## src/rtl/pa_fpu_special_dp_q.sv

```systemverilog
// FPU special-result datapath stage: unboxes and classifies three sources, builds IEEE special
// results for an EXP_W/MAN_W format and queues them with flags and rounding mode.
module pa_fpu_special_dp_q #(
  parameter int unsigned EXP_W = 8,
  parameter int unsigned MAN_W = 23,
  parameter int unsigned OUT_W = 32,
  parameter int unsigned DEPTH = 2
) (
  input  logic             forever_cpuclk,
  input  logic             cpurst,
  input  logic             ex1_vld,
  output logic             ex1_rdy,
  input  logic [OUT_W-1:0] ex1_srcf0,
  input  logic [OUT_W-1:0] ex1_srcf1,
  input  logic [OUT_W-1:0] ex1_srcf2,
  input  logic             ex1_src2_vld,
  input  logic [2:0]       ex1_src_sel,
  input  logic [6:0]       ex1_res_sel,
  input  logic [3:0]       ex1_sign,
  input  logic [4:0]       ex1_fflags,
  input  logic [2:0]       ex1_decode_rm,
  input  logic [2:0]       cp0_fpu_xx_rm,
  output logic [20:0]      ex1_src_cls,
  output logic             ex2_vld,
  input  logic             ex2_rdy,
  output logic [OUT_W-1:0] ex2_data,
  output logic [4:0]       ex2_fflags,
  output logic [2:0]       ex2_rm,
  output logic             ex2_wb,
  input  logic             acc_clr,
  output logic [4:0]       acc_fflags
);

  localparam int unsigned FLEN  = 1 + EXP_W + MAN_W;
  localparam int unsigned PTR_W = (DEPTH > 1) ? $clog2(DEPTH) : 1;
  localparam int unsigned CNT_W = $clog2(DEPTH + 1);
  localparam logic [FLEN-1:0]  CNAN    = {1'b0, {EXP_W{1'b1}}, 1'b1, {(MAN_W-1){1'b0}}};
  localparam logic [CNT_W-1:0] DEPTH_C = CNT_W'(DEPTH);
  localparam logic [PTR_W-1:0] LAST_P  = PTR_W'(DEPTH - 1);

  // Per-source class bits, ordered {id,norm,zero,inf,qnan,snan,cnan}.
  function automatic logic [6:0] classify(input logic [FLEN-1:0] v);
    logic e_ones, e_zero, m_zero, m_msb, m_rest0;
    logic [6:0] c;
    e_ones  = &v[FLEN-2:MAN_W];
    e_zero  = ~|v[FLEN-2:MAN_W];
    m_zero  = ~|v[MAN_W-1:0];
    m_msb   = v[MAN_W-1];
    m_rest0 = ~|v[MAN_W-2:0];
    c[6] = e_zero & ~m_zero;
    c[5] = ~e_zero & ~e_ones;
    c[4] = e_zero & m_zero;
    c[3] = e_ones & m_zero;
    c[2] = e_ones & m_msb;
    c[1] = e_ones & ~m_msb & ~m_zero;
    c[0] = e_ones & m_msb & m_rest0 & ~v[FLEN-1];
    return c;
  endfunction

  function automatic logic [PTR_W-1:0] next_ptr(input logic [PTR_W-1:0] p);
    return (p == LAST_P) ? '0 : p + 1'b1;
  endfunction

  logic [OUT_W-1:0] raw [3];
  logic [FLEN-1:0]  unb [3];
  logic [FLEN-1:0]  src [3];
  logic [FLEN-1:0]  sel_src;
  logic [FLEN-1:0]  res;
  logic [OUT_W-1:0] push_data;
  logic             wb;

  assign raw[0] = ex1_srcf0;
  assign raw[1] = ex1_srcf1;
  assign raw[2] = ex1_srcf2;
  assign wb     = |ex1_res_sel;

  if (OUT_W > FLEN) begin : g_box
    for (genvar gi = 0; gi < 3; gi++) begin : g_unbox
      assign unb[gi] = (&raw[gi][OUT_W-1:FLEN]) ? raw[gi][FLEN-1:0] : CNAN;
    end
    assign push_data = wb ? {{(OUT_W-FLEN){1'b1}}, res} : '0;
  end else begin : g_nobox
    for (genvar gi = 0; gi < 3; gi++) begin : g_unbox
      assign unb[gi] = raw[gi][FLEN-1:0];
    end
    assign push_data = wb ? res : '0;
  end

  assign src[0] = unb[0];
  assign src[1] = unb[1];
  assign src[2] = ex1_src2_vld ? unb[2] : '0;

  assign ex1_src_cls = {classify(src[2]), classify(src[1]), classify(src[0])};

  always_comb begin
    sel_src = src[2];
    case (ex1_src_sel)
      3'b001:  sel_src = src[0];
      3'b010:  sel_src = src[1];
      default: sel_src = src[2];
    endcase
  end

  // Lowest set bit of ex1_res_sel selects the result kind.
  always_comb begin
    res = '0;
    if (ex1_res_sel[0])      res = {ex1_sign[0], sel_src[FLEN-2:0]};
    else if (ex1_res_sel[1]) res = {ex1_sign[1], {(FLEN-1){1'b0}}};
    else if (ex1_res_sel[2]) res = {ex1_sign[2], {EXP_W{1'b1}}, {MAN_W{1'b0}}};
    else if (ex1_res_sel[3]) res = {ex1_sign[3], {(EXP_W-1){1'b1}}, 1'b0, {MAN_W{1'b1}}};
    else if (ex1_res_sel[4]) res = CNAN;
    else if (ex1_res_sel[5]) res = {sel_src[FLEN-1], {EXP_W{1'b1}}, 1'b1, sel_src[MAN_W-2:0]};
    else if (ex1_res_sel[6]) res = sel_src;
  end

  logic [OUT_W-1:0] data_q [DEPTH];
  logic [4:0]       ff_q   [DEPTH];
  logic [2:0]       rm_q   [DEPTH];
  logic             wb_q   [DEPTH];
  logic [PTR_W-1:0] wr_ptr_q, wr_ptr_d, rd_ptr_q, rd_ptr_d;
  logic [CNT_W-1:0] count_q, count_d;
  logic [4:0]       acc_q, acc_d;
  logic             push, pop;

  assign ex1_rdy = ~cpurst & (count_q < DEPTH_C);
  assign push    = ex1_vld & ex1_rdy;
  assign ex2_vld = (count_q != '0);
  assign pop     = ex2_vld & ex2_rdy;

  assign ex2_data   = ex2_vld ? data_q[rd_ptr_q] : '0;
  assign ex2_fflags = ex2_vld ? ff_q[rd_ptr_q]   : '0;
  assign ex2_rm     = ex2_vld ? rm_q[rd_ptr_q]   : '0;
  assign ex2_wb     = ex2_vld ? wb_q[rd_ptr_q]   : 1'b0;
  assign acc_fflags = acc_q;

  always_comb begin
    wr_ptr_d = push ? next_ptr(wr_ptr_q) : wr_ptr_q;
    rd_ptr_d = pop ? next_ptr(rd_ptr_q) : rd_ptr_q;
    count_d  = count_q;
    if (push && !pop)      count_d = count_q + 1'b1;
    else if (pop && !push) count_d = count_q - 1'b1;
    // A clear in the same cycle as a pop still keeps the popped flags.
    acc_d = (acc_clr ? 5'b0 : acc_q) | (pop ? ex2_fflags : 5'b0);
  end

  always_ff @(posedge forever_cpuclk) begin
    if (cpurst) begin
      wr_ptr_q <= '0;
      rd_ptr_q <= '0;
      count_q  <= '0;
      acc_q    <= '0;
    end else begin
      wr_ptr_q <= wr_ptr_d;
      rd_ptr_q <= rd_ptr_d;
      count_q  <= count_d;
      acc_q    <= acc_d;
    end
  end

  // Entry storage needs no reset: head outputs are masked while empty.
  always_ff @(posedge forever_cpuclk) begin
    if (push) begin
      data_q[wr_ptr_q] <= push_data;
      ff_q[wr_ptr_q]   <= ex1_fflags;
      rm_q[wr_ptr_q]   <= (ex1_decode_rm == 3'b111) ? cp0_fpu_xx_rm : ex1_decode_rm;
      wb_q[wr_ptr_q]   <= wb;
    end
  end

endmodule
```

## config.mk

```make
export PLATFORM = sky130hd
export DESIGN_NAME = pa_fpu_special_dp_q
export DESIGN_NICKNAME = d
export VERILOG_FILES = /design/src/rtl/pa_fpu_special_dp_q.sv
export SDC_FILE = /design/constraint.sdc
export NUM_CORES = 1
export LEC_CHECK = 0
export BUFFER_PORTS_ARGS = -buffer_cell sky130_fd_sc_hd__buf_2
export CAP_MARGIN = 0
export CORE_ASPECT_RATIO = 1.5
export CORE_MARGIN = 3
export CORE_UTILIZATION = 30
export CTS_CLUSTER_DIAMETER = 80
export DETAILED_ROUTE_END_ITERATION = 7
export PLACE_DENSITY_LB_ADDON = 0.08
export SYNTH_ARGS = -nofsm -noshare
export SYNTH_HDL_FRONTEND = slang
export SYNTH_SLANG_ARGS = --single-unit
```

## constraint.sdc

```tcl
create_clock -name forever_cpuclk -period 3.25 [get_ports forever_cpuclk]
set_input_delay 0.65 -clock forever_cpuclk [delete_from_list [all_inputs] [get_ports forever_cpuclk]]
set_output_delay 0.65 -clock forever_cpuclk [all_outputs]
set_load 0.01 [all_outputs]
```

### Word level (Yosys, flattened, before mapping)

Memories as Yosys holds them, arrays and structs flattened. A register that Yosys moved wholly into a read port is not among the register bits.
Index checks and enable logic that the tools add are counted.
W data, S select, Z words.

* RAM bits: 82
* register bits: 9
* logic and storage cells: 116
* ROM bits: 0
* memories: 4
* latch bits: 0

Memories
* data_q: depth 2, width 32, rd ports 1, clocked after memory_dff 1, wr ports 1, RTL line 116 `logic [OUT_W-1:0] data_q [DEPTH];`
* ff_q: depth 2, width 5, rd ports 1, clocked after memory_dff 1, wr ports 1, RTL line 117 `logic [4:0] ff_q [DEPTH];`
* rm_q: depth 2, width 3, rd ports 1, clocked after memory_dff 1, wr ports 1, RTL line 118 `logic [2:0] rm_q [DEPTH];`
* wb_q: depth 2, width 1, rd ports 1, clocked after memory_dff 1, wr ports 1, RTL line 119 `logic wb_q [DEPTH];`

* multiplexer cells: 31
* shift operators: 0
* $mul: 0
* equal/unequal tests: 3
* divide/modulo/power cells: 0
* reduce and logical (&&, ||, !) cells: 28
* bitwise gates (word level): 41
* add/subtract/negate cells: 4
* order comparisons: 1

Operator list (number)
* $mux W32: 10
* $reduce_or A23 Y1: 3
* $reduce_or A22 Y1: 3
* $pmux W32 S2: 1
* $and A1 B1 Y1: 30
* $reduce_and A8 Y1: 3
* $reduce_or A8 Y1: 3
* $mux W5: 3
* $mux W1: 13
* $logic_not A1 Y1: 11
* $not A1 Y1: 10
* $reduce_or A7 Y1: 1
* $mux W3: 2
* $or A5 B5 Y5: 1
* $mux W2: 2
* $reduce_bool A2 Y1: 2
* $eq A3 B1 Y1 const B: 1
* $eq A3 B2 Y1 const B: 1
* $eq A3 B3 Y1 const B: 1
* $add A1 B1 Y1 const B: 2
* $add A2 B1 Y2 const B: 1
* $logic_and A1 B1 Y1: 2
* $lt A2 B2 Y1 const B: 1
* $sub A2 B1 Y2 const B: 1

### Longest topological paths before layout

* depth after elaboration: 10
* mapped depth: 7

### Worst setup path after synthesis

No wires, ideal clock.

* kind: in2reg
* from: input port cpurst
* to: memory data_q[0][0] (enable)
* data required time: 2811 ps
* path slack: 55 ps
* arrival time: 2755 ps
* stages: 3
* buffers on the path: 0
* cells stage by stage: nor2_1 -> nand2_1 -> nor2_1

* longest elaborated chain between the ends: 5

Ends and longest elaborated chain
* start: declaration: RTL line 10 `input logic cpurst,`
* $not A1 Y1: RTL line 125 `assign ex1_rdy = ~cpurst & (count_q < DEPTH_C);`
* $and A1 B1 Y1: RTL line 125
* $and A1 B1 Y1: RTL line 126 `assign push = ex1_vld & ex1_rdy;`
* $mux W1: RTL line 162 `if (push) begin`
* $mux W1 (implied by the code): RTL line 163 `data_q[wr_ptr_q] <= push_data;`
* end: declaration: RTL line 116

Every way passes these cells.

### Worst setup path in the final report

* from: input port ex1_srcf2[19]
* to: output port ex1_src_cls[18]

* longest elaborated chain between the ends: 4

Ends and longest elaborated chain
* start: declaration: RTL line 15 `input logic [OUT_W-1:0] ex1_srcf2,`
* $mux W32: RTL line 91 `assign src[2] = ex1_src2_vld ? unb[2] : '0;`
* $reduce_or A23 Y1: RTL line 47 `m_zero = ~|v[MAN_W-1:0];`
* $logic_not A1 Y1: RTL line 47
* $and A1 B1 Y1: RTL line 52 `c[4] = e_zero & m_zero;`
* end: declaration: RTL line 23 `output logic [20:0] ex1_src_cls,`

Every way passes these cells.

==> impl_table.tex <==
\begin{tabular}{lr}
\hline
Metric & Value \\
\hline
\multicolumn{2}{l}{\textbf{Status}} \\
Outcome & finished, final reports clean \\
\multicolumn{2}{l}{\textbf{Critical path}} \\
Data arrival, critical path & 2230 ps \\
Slowest Stage Delay on Critical Path & 440 ps \\
Critical path type & in -> out \\
CP Launch Type & input pin \\
Cell type with the highest occurrence count on the critical path & buf\_2 \\
Cell Chain, Critical Path & buf\_2 > nor4\_1 > nand4\_1 > o31ai\_1 > nor2b\_1 > buf\_2 \\
Cell type of the slowest stage on the worst timing path & nor4\_1 \\
Crit. End Element & output port \\
CP max FO & 3 \\
Req. time, crit path & 2600 ps \\
\multicolumn{2}{l}{\textbf{Timing}} \\
Final period util & 0.886 \\
Total of endpoints with negative setup slack in the final report & 0 \\
Pin slew with the least headroom to its limit & 969 ps \\
Final critical path time including I/O delays and setup & 2880 ps \\
Total count of hold-check failures in the final report & 0 \\
Timing-limited maximum frequency & 347 MHz \\
Final Slew Violations & 0 \\
Setup repair after global routing missed its margin & false \\
Max-Slew Margin vs Limit & 0.351 \\
Fin Clk Skew & 5.28 ps \\
Setup slack of the critical path after layout & 370 ps \\
Setup TNS after final layout & 0 ps \\
\multicolumn{2}{l}{\textbf{Global routing}} \\
Overflow left after global routing & 0 \\
Global-route wire length before repair & 23,600 µm \\
Number of global-route vias before repair & 4,438 \\
Pin count of the biggest net entering global routing & 42 \\
Total global routing track utilization & 0.176 \\
Initial antenna violation count & 0 \\
\multicolumn{2}{l}{\textbf{Placement}} \\
Place WS & 317 ps \\
Half-perimeter wire length after detailed placement & 12,000 µm \\
Number of I/O port buffers & 195 \\
Placer congestion estimate & 0.859 \\
\multicolumn{2}{l}{\textbf{Synthesis}} \\
Library cells used by synthesis & 46 \\
Share of synthesized area occupied by flip-flops and latches & 0.552 \\
Share of flip-flops with an asynchronous set or reset & 0 \\
Cell types occupying the most area after synthesis & edfxtp\_1 51\%, mux2i\_1 8.7\%, nor2\_1 5.2\% \\
Post-synthesis register bit count & 92 \\
Primary flip-flop cell chosen by synthesis mapping & edfxtp\_1 \\
Netlist area before placement & 4820 µm² \\
Top cell type's share of synthesized area & 0.511 \\
Library cell with the largest summed area after synthesis & edfxtp\_1 \\
Synth Warn \# & 0 \\
Post-Syn Instances & 416 \\
Post-synth EDFFs & 82 \\
Post-Syn Nets & 544 \\
Mean instance size in the synthesized netlist & 11.6 µm² \\
\multicolumn{2}{l}{\textbf{Clock tree}} \\
Htree depth & 3 \\
Register clock-pin slew on the reported worst setup and hold paths & 70 ps \\
Cell at the root of the clock tree & clkbuf\_16 \\
Count of clock tree sinks & 92 \\
Worst-Skew Late Latency & 340 ps \\
CTS tree & done \\
Worst-case clock buffer depth & 2 \\
Hold buffer count at CTS & 0 \\
Buffers inserted by post-CTS timing repair & 0 \\
Cts repair resizes & 0 \\
Cts bufs inserted & 9 \\
\multicolumn{2}{l}{\textbf{Routing}} \\
Post-DR wirelength/cell & 18.7 µm \\
Post-route DRC & 0 \\
Via/cell ratio & 5.18 \\
Total wire length & 15,300 µm \\
Overall via count from detail\_route & 4,237 \\
Number of DRC violations after detailed-routing iteration 0 & 226 \\
Count of antenna-violating nets left after detailed routing & 0 \\
Detailed-router iteration count before antenna repair & 4 \\
\multicolumn{2}{l}{\textbf{Cells and area}} \\
Area of all sequential standard cells & 2660 µm² \\
Fraction of layout cells with a size suffix above 1 & 0.379 \\
Most used cells in the layout excluding fill and tap cells & 195 x buf\_2, 82 x edfxtp\_1, 65 x nor2\_1 \\
Filler instances & 1,612 \\
Most common cell after layout, fill and taps aside & buf\_2 \\
Antenna diode instance count & 0 \\
Net count reported at finish & 738 \\
Growth of design area from synthesis to finish & 33.2\% \\
Combined area of the multi-input logic cells & 2010 µm² \\
\multicolumn{2}{l}{\textbf{Floorplan}} \\
Width of the chip & 109 µm \\
Die area & 17,700 µm² \\
Die extent in y & 161 µm \\
Effective utilization at floorplan & 0.307 \\
Standard-cell row count & 56 \\
Placeable Area & 15,700 µm² \\
Number of I/O pins & 196 \\
\multicolumn{2}{l}{\textbf{Power and ir drop}} \\
Power density relative to cell area & 648 nW/µm² \\
Largest voltage drop on the vdd net & 0.554 mV \\
Overall power after layout & 0.00416 W \\
Leakage Power & 2.61 nW \\
\multicolumn{2}{l}{\textbf{Hold path}} \\
Min-Delay Path Class & in -> reg \\
\multicolumn{2}{l}{\textbf{Job}} \\
Number of maximum-capacitance violations & 0 \\
\hline
\end{tabular}
[registers in the layout, summed over array words and instances (netlist names), named ones only]
signal / count
acc_fflags: 5
count_q: 2
data_q: 64
ff_q: 10
rd_ptr_q: 1
rm_q: 6
wb_q: 2
wr_ptr_q: 1
[per-layer routing]
metal / vias up / GRT usage / share of wire
li1: 2030 / - / -
met1: 1998 / 0.201 / 0.38
met2: 188 / 0.318 / 0.53
met3: 21 / 0.0376 / 0.064
met4: 0 / 0.0613 / 0.025
met5: - / 0 / 0
[critical path, delay by kind of cell]
kind                   cells  cell delay [ps]
AOI/OAI and AO/OA          1              420
buffers and inverters      2              260
and+or+nand+nor            3              900
[synthesized netlist by cell type, types with 2 or more instances]
cell type  instances
edfxtp_1          82
nor2_1            67
mux2i_1           42
nor4_1            26
a221o_1           23
a22o_1            22
inv_1             14
buf_2             12
nand2_1           12
a21oi_1           11
dfxtp_1           10
a22oi_1            8
clkbuf_1           8
nand4_1            8
nor2b_1            7
nor3_1             7
o221ai_1           7
and2_1             5
or3_1              4
xor2_1             4
o211ai_1           3
o21ai_0            3
a221oi_1           2
and3_1             2
and3b_1            2
buf_6              2
nor3b_2            2
o21a_1             2
o31ai_1            2
[power breakdown]
part	switching [W]	internal, W	total, W	leakage (nW)
Combinational	0.000859	0.000593	0.00145	1.61
Sequential	0.0000727	0.00144	0.00151	0.840
Clock	0.000444	0.000757	0.00120	0.163
Total	0.00138	0.00279	0.00416	2.61
[metrics by stage]
| step | instance area [µm²] | hold slack [ps] | instances | utilization |
|---|---|---|---|---|
| final | 6420 | 495 | 818 | 0.409 |
| after floorplan | 4820 | 472 | 416 | - |
| after CTS | 6420 | 481 | 818 | 0.409 |
| after detailed placement | 6070 | 490 | 802 | 0.387 |
| after global routing | 6420 | 475 | 818 | 0.409 |
| after global placement | 6070 | 486 | 802 | 0.387 |
[area by class of cell]
cell class	count	area share
inverters	15	0.00877
clock inverters	7	0.0191
flip-flops and latches	92	0.415
clock buffers	9	0.0351
repair buffers	206	0.169
multi-input cells	286	0.314
well taps	203	0.0396
[final timing paths]
kind | startpoint | endpoint | slack [ps] | depth (start not counted)
worst max-delay path | ex1_srcf2[19] | ex1_src_cls[18] | 370 | 6
worst min-delay path | ex1_fflags[4] | ff_q[1][4] | 500 | 1
worst max register to register | count_q[0] | count_q[1] | 1320 | 6
worst min register to register | rd_ptr_q | rd_ptr_q | 500 | 2
[cell families after synthesis]
kind of cell	after synthesis	synth area share
mux	42	0.0872
simple gates	146	0.151
buf+inv	38	0.0358
flops	92	0.552
compound gates	92	0.161
xor+xnor	5	0.00909
fa+ha+maj	1	0.00260
Note: power is estimated with default switching activity, not from simulation.
